$ cat config.mk
export PLATFORM = sky130hd
export DESIGN_NAME = register_file
export DESIGN_NICKNAME = d
export VERILOG_FILES = /design/src/rtl/register_file_pkg.sv /design/src/rtl/register_file_word.sv /design/src/rtl/register_file.sv
export SDC_FILE = /design/constraint.sdc
export NUM_CORES = 2
export LEC_CHECK = 0
export ABC_AREA = 1
export CORE_MARGIN = 10
export CORE_UTILIZATION = 50
export CTS_CLUSTER_DIAMETER = 40
export DETAILED_ROUTE_END_ITERATION = 8
export PLACE_DENSITY_LB_ADDON = 0.25
export SYNTH_ARGS = -nofsm -noshare
export SYNTH_HDL_FRONTEND = slang
export SYNTH_HIERARCHICAL = 1
export SYNTH_SLANG_ARGS = --single-unit
$ cat constraint.sdc
create_clock -name Clock -period 1.55 [get_ports Clock]
set_clock_uncertainty 0.2 [all_clocks]
set_input_delay 0.2325 -clock Clock [delete_from_list [all_inputs] [get_ports Clock]]
set_output_delay 0.2325 -clock Clock [all_outputs]
set_load 0.005 [all_outputs]
$ cat src/rtl/register_file_pkg.sv
// Shared widths and data/address types for the register file.
package register_file_pkg;

  localparam int DATA_W   = 16;
  localparam int ADDR_W   = 6;
  localparam int NUM_REGS = 2 ** ADDR_W;

  typedef logic [DATA_W-1:0] data_t;
  typedef logic [ADDR_W-1:0] addr_t;

endpackage

$ cat src/rtl/register_file_word.sv
// One DATA_W-bit storage word with a load enable; cleared asynchronously by Reset.
module register_file_word
  import register_file_pkg::*;
(
  input  logic  Clock,
  input  logic  Reset,
  input  logic  Load,
  input  data_t WriteData,
  output data_t Value
);

  data_t word_d;
  data_t word_q;

  always_comb begin
    word_d = word_q;
    if (Load) begin
      word_d = WriteData;
    end
  end

  always_ff @(posedge Clock or posedge Reset) begin
    if (Reset) begin
      word_q <= '0;
    end else begin
      word_q <= word_d;
    end
  end

  assign Value = word_q;

endmodule

$ cat src/rtl/register_file.sv
// 64x16 register file: two combinational read ports, one write port sharing AddressA.
// Define REGISTER_FILE_ZERO_REG_EN to hardwire register 0 to zero.
module register_file
  import register_file_pkg::*;
(
  input  logic  Clock,
  input  logic  Reset,
  input  addr_t AddressA,
  output data_t ReadDataA,
  input  data_t WriteData,
  input  logic  WriteEnable,
  input  addr_t AddressB,
  output data_t ReadDataB
);

  data_t regs [NUM_REGS];

  genvar i;
  for (i = 0; i < NUM_REGS; i++) begin : g_word
`ifdef REGISTER_FILE_ZERO_REG_EN
    if (i == 0) begin : g_zero
      // No storage for entry 0; writes to it simply have nowhere to land.
      assign regs[i] = '0;
    end else begin : g_reg
      logic load;
      assign load = WriteEnable && (AddressA == addr_t'(i));
      register_file_word u_word (
        .Clock     (Clock),
        .Reset     (Reset),
        .Load      (load),
        .WriteData (WriteData),
        .Value     (regs[i])
      );
    end
`else
    logic load;
    assign load = WriteEnable && (AddressA == addr_t'(i));
    register_file_word u_word (
      .Clock     (Clock),
      .Reset     (Reset),
      .Load      (load),
      .WriteData (WriteData),
      .Value     (regs[i])
    );
`endif
  end

  // Reads see stored state only, so a same-cycle write is visible after the edge.
  always_comb begin
    ReadDataA = regs[AddressA];
    ReadDataB = regs[AddressB];
  end

endmodule

==> flow_summary_export.csv <==
group,metric,value,unit
die,die_w,377,µm
global_routing,grt_pass1_vias,69200,
routing,routed-wl-met2,132,mm
routing,dr.pass1.iters,7,
cts,cts.sinks,1024,
critical_path,worstSetupPathDepth,12,
yosys,synth_seq_cells,1024,
yosys,synthTopCellsByArea,"dfrtp_1 (40%), nand2_1 (39%), nand3_1 (7.2%), nand2_2 (3.1%), buf_6 (2.5%)",
yosys,avgSynthCellArea,6.44,µm²
timing,finalCritPeriodShare,185,%
timing,setup_viol,32,
cts,htree_levels,4,
die,pin_count,63,
final_layout,largest_register_ffs,1024,
critical_path,rr_worst_depth,5,
critical_path,crit_family,"simple AND/OR/NAND/NOR gates",
power,powerDensity,1110,nW/µm²
routing,routed_wirelength,309,mm
critical_path,cp_slowest_cell,"dfrtp_1",
yosys,postSynthCellCount,9877,
timing,relSlewSlack,28.9,%
cts,path_clk_slew,0.05,ns
yosys,synth_flop_cell,"dfrtp_1",
routing,drtIter0Drc,10400,
routing,via_per_inst,5.70,
routing,wl_per_cell,23.9,µm
critical_path,max_stage_delay,0.40,ns
yosys,syn-num-nets,9908,
yosys,yosysSeqAreaShare,40.3,%
die,core.rowCount,130,
final_layout,drive_gt1_share,31.3,%
critical_path,rr_endpoint,"g_word[44].u_word/Value[13]",
timing,finalWorstSetupSlack,-1.31,ns
critical_path,setup.worst_path.end_class,"primary output",
yosys,yosys_warnings,6,
global_routing,grt_pass1_wl,444,mm
placement,dp_hpwl,210,mm
run_status,status,"complete, but fails checks",
routing,via_count,73800,
yosys,synth_area_leader_cell,"dfrtp_1",
critical_path,path_cells,"buf_6, nand2_2, nand2_2, nand2_2, nand2_2, nand2_4, nand2_4, nor2_4, nor2_4, nor2_4, nand2_4, buf_6",
timing,rsz0062_at_grt,"yes",
critical_path,critPathKind,"reg -> out",
yosys,yosysUniqueCellTypes,16,
critical_path,crit_path_start_kind,"flop",
routing,met1Wirelength,118,mm
routing,ant_nets,0,
critical_path,regToRegStartpoint,"g_word[44].u_word/Value[13]",
yosys,yosysMostFrequentCell,"nand2_1",
die,die_area,142000,µm²
critical_path,cp_max_fo,2,
final_layout,num_antenna_cells,0,
power,leakage,48.9,nW
timing,hold_viol_final,0,
cts,cts-root-buf,"clkbuf_16",
yosys,synth_common_cells,"nand2_1 (6630), dfrtp_1 (1024), nand3_1 (914)",
die,die_h,377,µm
yosys,netlist_area,63700,µm²
critical_path,reg2reg_slack,0.38,ns
timing,max_freq,350,MHz
cts,cts_buffers,178,
final_layout,fin_nets,11200,
yosys,synth_top_area_share,40.3,%
global_routing,antenna_found_initial,7,
placement,globalplace.congestion,1.04,
cts,tritoncts,"built",
cts,cts_buffer_depth,3,
power,vdd_drop_max,0.00114,V
critical_path,critPathRequiredTime,1.12,ns
die,start_util,50.5,%
run,maxCapViolCount,0,
global_routing,grt_start_max_net_pins,52,
placement,pre_cts_ws,-1.73,ns
die,core,126000,µm²
global_routing,grt_use_total,41.5,%
routing,dr_wl_met3,38.5,mm
placement,portBuffers,62,
cts,clk-insertion-delay-late,0.82,ns
timing,drv_slew,0,
worst_hold_path,hold_path.class,"in -> async",
global_routing,grt_overflow,0,
timing,period_needed,2.86,ns
critical_path,crit_arrival,2.43,ns
yosys,async_reset_ff_share,100,%
final_layout,areaGrowthSynthToFinish,41.0,%
routing,top_layer_used,"met5",
critical_path,critPathMostFrequentCell,"nand2_2",
critical_path,crit_buf_inv,2,
timing,tns,-38.29,ns
yosys,synth_edf_count,0,
timing,worst_slew_pin_slew,1.06,ns
run_status,violations,"setup timing",
routing,drc_errors,0,
-- worst max-delay path by stage --
stage,from,endpoint,slack [ns]
detailed placement,AddressA[2],ReadDataA[14],-1.73
CTS,g_word[40].u_word/Value[7],ReadDataA[7],-1.32
finish,g_word[41].u_word/Value[7],ReadDataA[7],-1.31
global route,g_word[10].u_word/Value[13],ReadDataA[13],-1.36
global placement,AddressA[2],ReadDataA[14],-1.74
floorplan,AddressA[0],g_word[49].u_word/Value[10],-0.19
-- layer usage --
layer | up-vias | global-route usage [%]
met5 | - | 0
met3 | 1183 | 11.2
met1 | 34800 | 54.5
met2 | 5032 | 61.4
met4 | 12 | 23.9
li1 | 32800 | -
-- per-stage QoR --
step | instances | power, mW | cell area, µm² | hold slack (ns) | util, %
2_1_floorplan | 9877 | 42.3 | 63800 | -0.0538 | -
3_3_place_gp | 12400 | 53.9 | 76300 | 0.196 | 60.5
3_5_place_dp | 12400 | 54.2 | 76300 | 0.199 | 60.5
4_1_cts | 12800 | 96.8 | 86200 | 0.0238 | 68.4
5_1_grt | 12900 | 102 | 89800 | 0.0709 | 71.2
6_report | 12900 | 99.3 | 89800 | 0.0796 | 71.2
-- worst min-delay path, delay by kind of cell --
| kind | cells | cell delay [ns] |
|---|---|---|
| buf+inv | 4 | 1.14 |
-- cell families after synthesis --
family	count (synthesis)	synth area share (%)
simple gates	8096	50.8
flops	1024	40.3
buf+inv	757	8.93
-- report_power, final --
part / internal (mW) / switching [mW]
registers: 30.3 / 2.83
logic: 10.4 / 14.6
clock network: 26.0 / 15.2
total: 66.7 / 32.6
-- what timing repair did --
item,4_1_cts,5_1_grt
hold buffers,19,0
endpoints found under the hold margin,2048,0
gates resized for setup,975,744
endpoints found under the setup margin,1027,803
setup buffers,74,112
gates cloned,3,8
pin swaps,294,421
-- layout by cell type, fill, tap and decap left out, types with 17 or more instances in the layout --
master / count
inv_6: 77
nor2_1: 52
nand2_2: 810
nor2_2: 92
nand3_2: 271
nand2_1: 6019
clkbuf_1: 17
buf_4: 1251
nand3_4: 91
dfrtp_1: 1020
inv_1: 70
clkbuf_8: 25
clkinv_2: 31
bufinv_16: 21
buf_12: 283
nor2_4: 88
clkinvlp_4: 21
clkbuf_16: 188
dlygate4sd3_1: 17
nand3_1: 552
nand2_4: 116
buf_6: 119
-- cell type report --
cell class	instances	area (µm²)
repair buffers	1700	17000
multi-input cells	8096	37900
clock inverters	106	1280
flip-flops and latches	1024	25600
well taps	1650	2060
inverters	143	946
clock buffers	221	4900
fillers	10400	36300
No activity file was read; power rests on OpenSTA's default activity.
